$ cat src/rtl/uart_tx_mmio.sv
// Memory-mapped 8N1 UART transmitter snooping the CPU store bus.
// Stores to TXDATA queue a byte; STATUS is readable combinationally and
// its overflow flag is cleared by writing 1 to bit 3.
module uart_tx_mmio #(
  parameter int unsigned CLKS_PER_BIT = 16,
  parameter logic [31:0] BASE_ADDR    = 32'h0001_0000,
  parameter int unsigned FIFO_DEPTH   = 4
) (
  input  logic        clk,
  input  logic        rst,
  input  logic [31:0] write_address,
  input  logic [31:0] write_data,
  input  logic        write_enable,
  input  logic [31:0] read_address,
  output logic [31:0] read_data,
  output logic        hit,
  output logic        tx
);

  localparam int unsigned PTR_W  = $clog2(FIFO_DEPTH);
  localparam int unsigned CNT_W  = $clog2(FIFO_DEPTH + 1);
  localparam int unsigned BAUD_W = $clog2(CLKS_PER_BIT);
  localparam logic [31:0] STATUS_ADDR = BASE_ADDR + 32'd4;

  typedef enum logic [1:0] {S_IDLE, S_START, S_DATA, S_STOP} state_e;

  state_e             state_q, state_d;
  logic [BAUD_W-1:0]  baud_q, baud_d;
  logic [2:0]         bit_idx_q, bit_idx_d;
  logic [7:0]         shift_q, shift_d;
  logic               tx_q, tx_d;
  logic [CNT_W-1:0]   count_q, count_d;
  logic [PTR_W-1:0]   wr_ptr_q, wr_ptr_d;
  logic [PTR_W-1:0]   rd_ptr_q, rd_ptr_d;
  logic               overflow_q, overflow_d;
  logic [7:0]         fifo_mem [FIFO_DEPTH];

  logic        push_req, push_ok, pop, ovf_clr;
  logic        fifo_empty, fifo_full, baud_last;
  logic [7:0]  fifo_head;
  logic [31:0] status;

  // Only the low byte and the overflow-clear bit of a store are meaningful.
  logic unused_wdata;
  assign unused_wdata = ^write_data[31:8];

  assign push_req   = write_enable && (write_address == BASE_ADDR);
  assign ovf_clr    = write_enable && (write_address == STATUS_ADDR) && write_data[3];
  assign fifo_empty = (count_q == '0);
  assign fifo_full  = (count_q == CNT_W'(FIFO_DEPTH));
  assign fifo_head  = fifo_mem[rd_ptr_q];
  assign baud_last  = (baud_q == BAUD_W'(CLKS_PER_BIT - 1));
  assign tx         = tx_q;

  // Serialiser FSM: next state, baud/bit counters, shift register, pop request.
  always_comb begin
    // NOTE: every output gets a default before the case so no path leaves it unassigned (no latch).
    state_d   = state_q;
    baud_d    = baud_q;
    bit_idx_d = bit_idx_q;
    shift_d   = shift_q;
    pop       = 1'b0;
    unique case (state_q)
      S_IDLE: begin
        if (!fifo_empty) begin
          pop     = 1'b1;
          shift_d = fifo_head;
          baud_d  = '0;
          state_d = S_START;
        end
      end
      S_START: begin
        if (baud_last) begin
          baud_d    = '0;
          bit_idx_d = '0;
          state_d   = S_DATA;
        end else begin
          baud_d = baud_q + 1'b1;
        end
      end
      S_DATA: begin
        if (baud_last) begin
          baud_d  = '0;
          shift_d = {1'b0, shift_q[7:1]};
          if (bit_idx_q == 3'd7) begin
            state_d = S_STOP;
          end else begin
            bit_idx_d = bit_idx_q + 3'd1;
          end
        end else begin
          baud_d = baud_q + 1'b1;
        end
      end
      S_STOP: begin
        if (baud_last) begin
          baud_d = '0;
          if (!fifo_empty) begin
            // Back-to-back frame: reload straight into START with no idle gap.
            pop     = 1'b1;
            shift_d = fifo_head;
            state_d = S_START;
          end else begin
            state_d = S_IDLE;
          end
        end else begin
          baud_d = baud_q + 1'b1;
        end
      end
      default: state_d = S_IDLE;
    endcase

    // Line level is registered from the next state so tx is glitch-free.
    unique case (state_d)
      S_START: tx_d = 1'b0;
      S_DATA:  tx_d = shift_d[0];
      default: tx_d = 1'b1;
    endcase
  end

  // FIFO bookkeeping: a pop frees a slot in the same edge, so push-while-full-and-popping is accepted.
  always_comb begin
    push_ok    = push_req && (!fifo_full || pop);
    wr_ptr_d   = wr_ptr_q;
    rd_ptr_d   = rd_ptr_q;
    count_d    = count_q;
    overflow_d = overflow_q;
    if (push_ok) wr_ptr_d = wr_ptr_q + 1'b1;
    if (pop)     rd_ptr_d = rd_ptr_q + 1'b1;
    unique case ({push_ok, pop})
      2'b10:   count_d = count_q + 1'b1;
      2'b01:   count_d = count_q - 1'b1;
      default: count_d = count_q;
    endcase
    if (push_req && !push_ok) begin
      overflow_d = 1'b1;
    end else if (ovf_clr) begin
      overflow_d = 1'b0;
    end
  end

  // State register with asynchronous reset; reset aborts any frame and idles the line.
  always_ff @(posedge clk or posedge rst) begin
    // NOTE: sequential state uses non-blocking assignments so all flops update from pre-edge values.
    if (rst) begin
      state_q    <= S_IDLE;
      baud_q     <= '0;
      bit_idx_q  <= '0;
      shift_q    <= '0;
      tx_q       <= 1'b1;
      count_q    <= '0;
      wr_ptr_q   <= '0;
      rd_ptr_q   <= '0;
      overflow_q <= 1'b0;
    end else begin
      state_q    <= state_d;
      baud_q     <= baud_d;
      bit_idx_q  <= bit_idx_d;
      shift_q    <= shift_d;
      tx_q       <= tx_d;
      count_q    <= count_d;
      wr_ptr_q   <= wr_ptr_d;
      rd_ptr_q   <= rd_ptr_d;
      overflow_q <= overflow_d;
    end
  end

  // FIFO storage write port.
  always_ff @(posedge clk) begin
    // NOTE: storage is not reset; count/pointers define validity, so stale contents are never read.
    if (push_ok) fifo_mem[wr_ptr_q] <= write_data[7:0];
  end

  // Combinational STATUS read path and read-mux select.
  always_comb begin
    status      = '0;
    status[0]   = (state_q != S_IDLE);
    status[1]   = fifo_full;
    status[2]   = fifo_empty;
    status[3]   = overflow_q;
    status[7:4] = 4'(count_q);
    read_data   = (read_address == STATUS_ADDR) ? status : 32'h0;
    hit         = (read_address == BASE_ADDR) || (read_address == STATUS_ADDR);
  end

endmodule
$ cat config.mk
export PLATFORM = sky130hd
export DESIGN_NAME = uart_tx_mmio
export DESIGN_NICKNAME = d
export VERILOG_FILES = /design/src/rtl/uart_tx_mmio.sv
export SDC_FILE = /design/constraint.sdc
export NUM_CORES = 1
export LEC_CHECK = 0
export BUFFER_PORTS_ARGS = -buffer_cell sky130_fd_sc_hd__buf_2
export CAP_MARGIN = 20
export CORE_MARGIN = 2
export CORE_UTILIZATION = 48
export CTS_CLUSTER_SIZE = 8
export DETAILED_ROUTE_END_ITERATION = 12
export PLACE_DENSITY = 0.82
export SLEW_MARGIN = 20
export SYNTH_ARGS = -nofsm -noshare
export SYNTH_HDL_FRONTEND = slang
export SYNTH_SLANG_ARGS = --single-unit
$ cat constraint.sdc
create_clock -name clk -period 3.1 [get_ports clk]
set_input_delay 0 -clock clk [delete_from_list [all_inputs] [get_ports clk]]
set_output_delay 0 -clock clk [all_outputs]
set_load 0.02 [all_outputs]
==> metrics.txt, run 1 <==
post-synth top area cell edfxtp_1; Async SR Flop Fraction 44.8%; fmax 0.350 GHz; vias in the first global route 2458; mapped cell area between 0.003 and 0.004 mm²; total grt overflow 0; Seq cells post-synth 58; RSZ-0062 raised after global routing no; die boundary height 85.3 µm; final max-slew violation count 0; critical path arrival 3.09 ns; clk sink count 58; status finished clean; Total GRT Usage 19.5%; final-report setup violation count 0; multiplexer share of the synthesized area 8.71%; Syn. warnings 0; actual slew at the worst max-slew pin between 0.5 and 0.6 ns; dpl cell area 0.00353 mm²; CP Capture Type flop; Skew-Pair Late Insertion Delay 0.33 ns; top cell type's share of synthesized area 30.3%; Metal-1 WL 2650 µm; Peak supply drop 0.397 mV; via count 2373; first-iteration detailed-routing DRC count 118; CTS max path bufs 2; RePlAce Congestion 0.820; synth unique cells between 40 and 50; number of synthesized flops with an enable pin 32; simple-gate share of the synthesized area 14.1%; fraction of layout cells with a size suffix above 1 31.7%; Root Buffer clkbuf_8; Pleak 1.71 nW; crit start category flop; Seq/Total Area, Yosys 50.8%; # fillers 492; I/O pin cnt 133; die area 0.00728 mm²; drt drc 0; most common cell in the netlist edfxtp_1; H-tree levels 3; met3 WL post-DR 324 µm; Setup CP Type reg -> reg; post-synthesis cell count 260; First-pass DRT Iterations 4; Area growth syn-to-layout 21.5%; Initial Util 49.7%; layout net count 468; post-DR vias/cell around 5.4; Synth Area in Adders ~5.8%; initial antenna violation count 0; Worst-path clk slew 0.07 ns; syn avg cell area 12.2 µm²; remaining antenna violation count after routing 0; post-route design area 0.00386 mm²; Synth Area in XOR/XNOR 1.66%; Max Cap Viol 0; Final Hold Fails 0; Synth area leaders edfxtp_1, dfrtp_1, buf_4, ha_1, mux4_1; first-pass GRT wire length 11100 µm; post-synthesis compound-gate area fraction 9.54%; CTS tree yes; Power per Cell Area about 470 mW/mm²; Top Metal Used met4; Antenna Cells 0; CP required 3.33 ns; row cnt 29; CP max FO 8; largest net degree at the start of global routing 27; largest family of logic cells by synthesized area simple AND/OR/NAND/NOR gates; synth cell count leaders edfxtp_1, buf_4, dfrtp_1, nand2_1, o21ai_0; HP Class in -> reg; cts bufs inserted 9; wire length per cell approximately 15 µm; Final Skew about 0.0065 ns; Port-buffer cells 83; Die Span X ~85 µm; estimated wirelength of the detail-placed design 4750 µm; ys flop type edfxtp_1; min Tclk post-route 2.86 ns; setup TNS 0 ns; period utilisation layout just over 90%; met2 wire len 3410 µm; Routed WL 6550 µm; core area 0.00639 mm²; Relative slew margins 62.0%
report_power, final:
group	switching (mW)	internal, mW
sequential	0.0249	0.847
combinational	0.0806	0.0804
clock	0.320	0.451
total	0.425	1.38
through the flow:
step                      setup slack, ns  hold WS, ns  instances  util, %  total power, mW
final                               0.242        0.187        437     60.4             1.80
after global routing               0.0750        0.214        437     60.4             1.87
after CTS                           0.271        0.176        437     60.4             1.81
after detailed placement            0.401        0.219        410     55.3             1.04
after global placement              0.514        0.210        410     55.3             1.03
after floorplan                     0.736       0.0393        284        -            0.994
state kept, by name, summed over array words and instances, names as in the netlist:
register and count:
fifo_mem 32, shift_q 8, baud_q 4, bit_idx_q 3, count_q 3, rd_ptr_q 2, state_q 2, wr_ptr_q 2
overflow_q 1, tx 1
logic make-up (layout without fill, tap and decap cells):
group,count (synthesis),after routing
buf+inv,46,122
mux,16,16
simple gates,76,76
other cells,1,25
flops,58,58
xor+xnor,6,6
fa+ha+maj,14,14
compound gates,43,43
worst paths after layout:
check                                  start     endpoint  slack (ns)  cells past startpoint
max in group asynchronous                rst   shift_q[6]        2.45                      3
min                        write_address[17]  wr_ptr_q[0]        0.19                      5
max                               state_q[0]   count_q[1]        0.24                     10
min reg2reg                        baud_q[1]    baud_q[1]        0.52                      2
min in group asynchronous                rst   overflow_q        0.27                      3
max reg2reg                       state_q[0]   count_q[1]        0.24                     10
critical path, stage by stage (launching register included):
cell     delay [ns]
dfrtp_1        0.43
inv_1          0.15
ha_1           0.25
a41oi_1        0.11
o211a_1        0.31
nor4_4         0.35
inv_1          0.13
ha_1           0.26
inv_1          0.09
fa_1           0.43
o21ai_0        0.24
layer usage:
metal	track usage, %	vias to the layer above
li1	-	1119
met1	22.1	1140
met2	34.4	95
met3	4.38	19
met4	9.67	0
met5	0	-
final cells by class:
class / instances / area [µm²] / area share (%)
clock buffer: 9 / 124 / 3.21
clock inverter: 7 / 92.6 / 2.40
inverter: 11 / 41.3 / 1.07
multi-input combinational: 180 / 1360 / 35.2
sequential: 58 / 1610 / 41.8
tap: 77 / 96.3 / 2.50
timing repair buffer: 95 / 533 / 13.8
placed cells by master, fill, tap and decap left out, drive strengths merged, types with 7 or more instances in the layout:
cell type     n
and3          9
buf          84
dlygate4sd3  11
edfxtp       32
nor4         14
inv          12
o21ai        17
mux2i         7
conb         25
nand2        16
ha           13
nor2         10
a22o         11
mux4          8
clkbuf        9
dfrtp        25
what timing repair did:
item,in CTS,in global routing
endpoints found under the hold margin,58,0
hold buffers,11,0
gates resized for setup,0,0
buffers inserted,0,0
No activity file was read; power rests on OpenSTA's default activity.
==> run 2, diff against run 1 <==
==> constraint.sdc (replaced) <==
create_clock -name clk -period 3.1 [get_ports clk]
set_input_delay 0.155 -clock clk [delete_from_list [all_inputs] [get_ports clk]]
set_output_delay 0.155 -clock clk [all_outputs]
set_load 0.02 [all_outputs]
==> run 2 against run 1 <==
Net effect:
- critical path type unchanged
- non-clock buffer count fell by 10
- clock power fell by 22%
- die area did not move
- highest routed layer unchanged
- largest cell class unchanged
- clock skew rose by 0.0019 ns
- count of clock-buffer cells in the layout did not move
- total power fell by 10%
- worst setup slack improved by 0.18 ns
- register-to-register slack improved by 0.18 ns
==> metrics.txt, run 2 (synthesis gave the netlist of run 1 again) <==
Worst-path clk slew 0.07 ns; CTS max path bufs 2; most frequent cells in the layout buf_2, edfxtp_1, conb_1, dfrtp_1; initial antenna violation count 0; combinational share of power a little under a tenth; overall power 1.62 mW; HP Class in -> reg; Total GRT Usage 17.9%; Port-buffer cells 83; I/O pin cnt 133; M1 GR Usage 20.7%; fmax 0.374 GHz; critical path arrival ~2.9 ns; Flop pwr share a little over half; Peak supply drop approximately 0.37 mV; final-report setup violation count 0; met2 Use GR a little under a third; RePlAce Congestion 0.821; Initial Util 49.7%; first-iteration detailed-routing DRC count 80; clock share of power 36.9%; Crit Reg-Reg Endpoint count_q[2]; remaining antenna violation count after routing 0; Relative slew margins 61.7%; WHS ~0.028 ns; Reg area 0.00161 mm²; via count 2301; Power per Cell Area around 440 mW/mm²; crit-path most repeated cell inv_1; crit path buf inv count 3; CP max FO 8; estimated wirelength of the detail-placed design 4560 µm; origin of the critical flop-to-flop path state_q[0]; CTS tree yes; FF-to-FF setup slack 0.42 ns; Largest regs fifo_mem: 32 flops, shift_q: 8 flops, baud_q: 4 flops; largest net degree at the start of global routing 27; Area growth syn-to-layout 16.9%; longest individual stage delay on the worst path 0.43 ns; critical path depth 12; Setup CP Type reg -> reg; Antenna Cells 0; Hold Path Origin write_data[4]; max FFs per register 32; total grt overflow 0; final max-slew violation count 0; First-pass DRT Iterations 4; Final Util ~58%; Reg with most FFs fifo_mem; vias in the first global route 2265; Final Hold Fails 0; # fillers 520; cts bufs inserted 9; Post-CTS Resized 0; die boundary height ~85 µm; CP required 3.36 ns; hold path endpoint fifo_mem[0][4]; drt drc 0; area of the multi-input gates 0.00136 mm²; Die Span X approximately 85 µm; Sw Ratio 25.7%; most common cell after layout, fill and taps aside buf_2; hold path cells 1; crit start category flop; H-tree levels 3; GRT met3 Usage 3.70%; crit-path cells inv_1 -> ha_1 -> a41oi_1 -> o211a_1 -> nor4_4 -> inv_1 -> ha_1 -> inv_1 -> fa_1 -> xor2_1 -> nor2_1 -> xor2_1; actual slew at the worst max-slew pin 0.574 ns; layout net count 458; core area 0.00639 mm²; CP delay by family, top adder cells; Internal Power 1.21 mW; status finished clean; Skew-Pair Late Insertion Delay 0.34 ns; period utilisation layout 86.3%; GRT Max-Usage Layer met2; Pleak 1.64 nW; CP Capture Type flop; dpl cell area approximately 0.0035 mm²; min Tclk post-route 2.68 ns; die area 0.00728 mm²; post-DR vias/cell 5.39; Max Cap Viol 0; wire length per cell 14.1 µm; Root Buffer clkbuf_8; Routed WL between 6000 and 7000 µm; CP max-delay cell dfrtp_1; first-pass GRT wire length about 10000 µm; Final Skew 0.00834 ns; setup TNS 0 ns; clk sink count 58; switching power 0.416 mW; r2r worst-path depth 12; row cnt 29; fraction of layout cells with a size suffix above 1 32.6%; post-route design area 0.00371 mm²; RSZ-0062 raised after global routing no
==> run 2: cell types whose count changed in the layout (fill, tap and decap cells not counted), sizes merged <==
cell         previous run  this run
dlygate4sd3            11         1
clkinvlp                2         3
bufinv                  2         0
clkinv                  2         3
==> run 2: how the worst max path moves through the flow <==
stage,from,to
floorplan,state_q[0],count_q[2]
global placement,state_q[0],count_q[2]
detailed placement,state_q[0],count_q[2]
CTS,state_q[0],count_q[2]
global route,state_q[1],count_q[2]
finish,state_q[0],count_q[2]
==> run 2: what timing repair did <==
action | in CTS | in global routing
endpoints found under the hold margin | 0 | 25
hold buffers | 0 | 1
buffers inserted | 0 | 0
==> run 2: power by group through the flow <==
stage | logic [mW] | clock network [mW] | registers, mW
floorplan | 0.114 | 0 | 0.880
global placement | 0.145 | 0 | 0.884
detailed placement | 0.152 | 0 | 0.886
CTS | 0.152 | 0.611 | 0.871
global route | 0.172 | 0.639 | 0.875
finish | 0.153 | 0.598 | 0.871
==> run 2: metrics by stage <==
step / setup slack (ns) / std cells
6_report: 0.424 / 427
5_1_grt: 0.200 / 427
4_1_cts: 0.430 / 426
3_5_place_dp: 0.478 / 410
3_3_place_gp: 0.518 / 410
2_1_floorplan: 0.736 / 284
==> run 2: worst register-to-register path: stages (launching register included) <==
cell and delay (ns):
dfrtp_1 0.43, inv_1 0.12, ha_1 0.27, a41oi_1 0.35, o211a_1 0.26, nor4_4 0.08, inv_1 0.08, ha_1 0.19
inv_1 0.06, fa_1 0.37, xor2_1 0.15, nor2_1 0.12, xor2_1 0.15
==> run 2: cell type report <==
cell class | count | area share, %
Clock buffer | 9 | 3.34
Sequential cell | 58 | 43.5
Clock inverter | 7 | 1.21
Multi-Input combinational cell | 180 | 36.6
Timing Repair Buffer | 85 | 11.7
Inverter | 11 | 1.11
Tap cell | 77 | 2.60
==> run 2: layer usage <==
layer  vias up  wire length (µm)  share of wire (%)
met5         -                 0                  0
met1      1115              2550                 42
met4         0               126                2.1
met2        69              3120                 52
met3        14               241                4.0
li1       1103                 -                  -
==> run 3, diff against run 2 <==
--- a/config.mk
+++ b/config.mk
@@ -5,13 +5,14 @@
 export SDC_FILE = /design/constraint.sdc
 export NUM_CORES = 1
 export LEC_CHECK = 0
+export ABC_AREA = 1
 export BUFFER_PORTS_ARGS = -buffer_cell sky130_fd_sc_hd__buf_2
 export CAP_MARGIN = 20
 export CORE_MARGIN = 2
-export CORE_UTILIZATION = 48
+export CORE_UTILIZATION = 49
 export CTS_CLUSTER_SIZE = 8
 export DETAILED_ROUTE_END_ITERATION = 12
-export PLACE_DENSITY = 0.82
+export PLACE_DENSITY = 0.83
 export SLEW_MARGIN = 20
 export SYNTH_ARGS = -nofsm -noshare
 export SYNTH_HDL_FRONTEND = slang
==> run 3 against run 2 <==
Net effect:
- critical endpoint unchanged
- count of clock-buffer cells in the layout is the same
- area after synthesis grew 4.3%
- utilization grew 2.8 points
- sequential cell count is the same
- register-to-register slack lost 0.06 ns
- cell count grew 35%
- critical path depth grew 3
- highest routed layer unchanged
- die area grew 2.1%
==> metrics.txt, run 3 <==
r2r worst-path depth 15; clock share of power between 40 and 50%; Hold Path Origin write_data[4]; Flop pwr share 50.7%; total grt overflow 0; FF-to-FF setup slack 0.37 ns; Async SR Flop Fraction approximately 45%; Final Skew between 0.009 and 0.01 ns; fraction of layout cells with a size suffix above 1 between 20% and 30%; initial antenna violation count 0; Total GRT Usage 19.2%; WHS 0.0213 ns; row cnt 29; Worst-path clk slew 0.07 ns; Max Cap Viol 0; Setup crit start state_q[1]; first-pass GRT wire length between 10000 and 15000 µm; CTS tree yes; most common cell after layout, fill and taps aside nand2_1; Crit Reg-Reg Endpoint count_q[2]; post-DR vias/cell 4.89; First-pass DRT Iterations 5; mapped cell area 0.00331 mm²; clk sink count 58; RSZ-0062 raised after global routing no; Post-CTS Resized 0; Final Hold Fails 0; Relative slew margins 37.2%; Largest regs fifo_mem: 32 flops, shift_q: 8 flops, baud_q: 4 flops; Area growth syn-to-layout 18.8%; wire length per cell 11.6 µm; hold path cells 1; remaining antenna violation count after routing 0; period utilisation layout 88.1%; Syn. warnings 0; via count between 2000 and 3000; Seq cells post-synth 58; post-route design area 0.00393 mm²; most frequent cells in the layout nand2_1, buf_2, nor2_1; CP max FO 7; drt drc 0; Port-buffer cells a little over 80; cts bufs inserted 9; synth cell count leaders nand2_1, nor2_1, inv_1, o21ai_0, edfxtp_1; Routed WL 6690 µm; RePlAce Congestion between 0.8 and 0.9; origin of the critical flop-to-flop path state_q[1]; ys flop type edfxtp_1; status finished clean; Peak supply drop ~0.49 mV; Die Span X between 80 and 90 µm; Reg with most FFs fifo_mem; Power per Cell Area 408 mW/mm²; number of synthesized flops with an enable pin 32; Synth area leaders edfxtp_1, dfrtp_1, nand2_1, nor2_1, buf_4; core area 0.00646 mm²; top cell type's share of synthesized area ~29%; most common cell in the netlist nand2_1; combinational share of power 6.0%; CP required 3.32 ns; HP Class in -> reg; Root Buffer clkbuf_8; switching power 0.384 mW; crit start category flop; syn avg cell area 8.25 µm²; H-tree levels 3; die area 0.00743 mm²; layout net count 607; Internal Power 1.22 mW; max FFs per register 32; fmax 0.366 GHz; Antenna Cells 0; post-synthesis cell count 401; largest net degree at the start of global routing 27; dpl cell area 0.00373 mm²; Initial Util 51.2%; estimated wirelength of the detail-placed design 4950 µm; Sw Ratio 23.9%; Setup CP Type reg -> reg; setup ws final around 0.37 ns; critical path arrival between 2 and 3 ns; first-iteration detailed-routing DRC count 155; post-synth top area cell edfxtp_1; worst slack, placed 0.376 ns; setup TNS 0 ns; final max-slew violation count 0; vias in the first global route between 2000 and 3000; Skew-Pair Late Insertion Delay 0.35 ns; I/O pin cnt 133; actual slew at the worst max-slew pin 0.936 ns; CP Capture Type flop; overall power 1.61 mW; synth unique cells 30; final-report setup violation count 0; hold path endpoint fifo_mem[3][4]; min Tclk post-route 2.73 ns; CTS max path bufs 2; Pleak 1.91 nW; die boundary height approximately 86 µm; Seq/Total Area, Yosys around half
run 3: changes by cell type after synthesis, sizes merged, moves of 14 or more:
| cell | before | now |
|---|---|---|
| nor2 | 10 | 80 |
| nand2 | 16 | 92 |
| nor4 | 14 | 0 |
| inv | 11 | 38 |
| o21ai | 17 | 35 |
| nand3 | 2 | 23 |
run 3: kinds of logic after synthesis:
family / after synthesis / synth area share (%)
simple gates: 207 / 26.0
compound gates: 47 / 7.33
other cells: 1 / 0.113
flops: 58 / 48.7
xor+xnor: 4 / 1.06
buf+inv: 70 / 11.2
fa+ha+maj: 14 / 5.52
run 3: critical path, cell delays in order (launching register included):
cell,delay [ns]
dfrtp_1,0.45
inv_1,0.13
ha_1,0.26
inv_1,0.09
nand2_1,0.07
nand2_1,0.09
nor2_1,0.06
nand2_1,0.14
nand3_2,0.14
nand2_2,0.16
ha_1,0.16
inv_1,0.06
fa_1,0.38
a21oi_1,0.14
o21ai_0,0.12
xor2_1,0.17
run 3: final cells by class:
cell class / count / area, µm²
repair buffers: 90 / 470
fillers: 533 / 2530
well taps: 77 / 96.3
inverters: 38 / 143
flip-flops and latches: 58 / 1610
multi-input cells: 297 / 1420
clock buffers: 9 / 124
clock inverters: 7 / 70.1
run 3: worst max-delay path by stage:
stage	to	slack, ns	depth (start not counted)
finish	count_q[2]	0.37	15
global route	count_q[2]	0.07	15
CTS	count_q[2]	0.37	15
detailed placement	count_q[2]	0.38	15
global placement	count_q[2]	0.48	15
floorplan	count_q[2]	0.69	15
run 3: per-layer routing:
metal | up-vias | share of wire (%) | global-route usage [%]
met3 | 11 | 6.3 | 5.52
met4 | 0 | 1.4 | 6.53
met1 | 1273 | 42 | 21.0
met2 | 106 | 51 | 35.6
met5 | - | 0 | 0
li1 | 1427 | - | -
run 3: stage by stage:
stage	instances	util (%)
final	576	60.9
after global placement	559	57.7
after detailed placement	559	57.7
after global routing	576	60.9
after CTS	575	60.7
after floorplan	425	-
run 3: timing repair:
item | 4_1_cts | 5_1_grt
hold buffers | 0 | 1
setup buffers | 0 | 0
endpoints found under the hold margin | 0 | 25
run 3: power groups by stage:
stage,Combinational (mW),Clock (mW),Sequential (mW)
after floorplan,0.0679,0,0.831
after global placement,0.0927,0,0.830
after detailed placement,0.0954,0,0.830
after CTS,0.0955,0.696,0.815
after global routing,0.109,0.736,0.814
final,0.0960,0.695,0.815
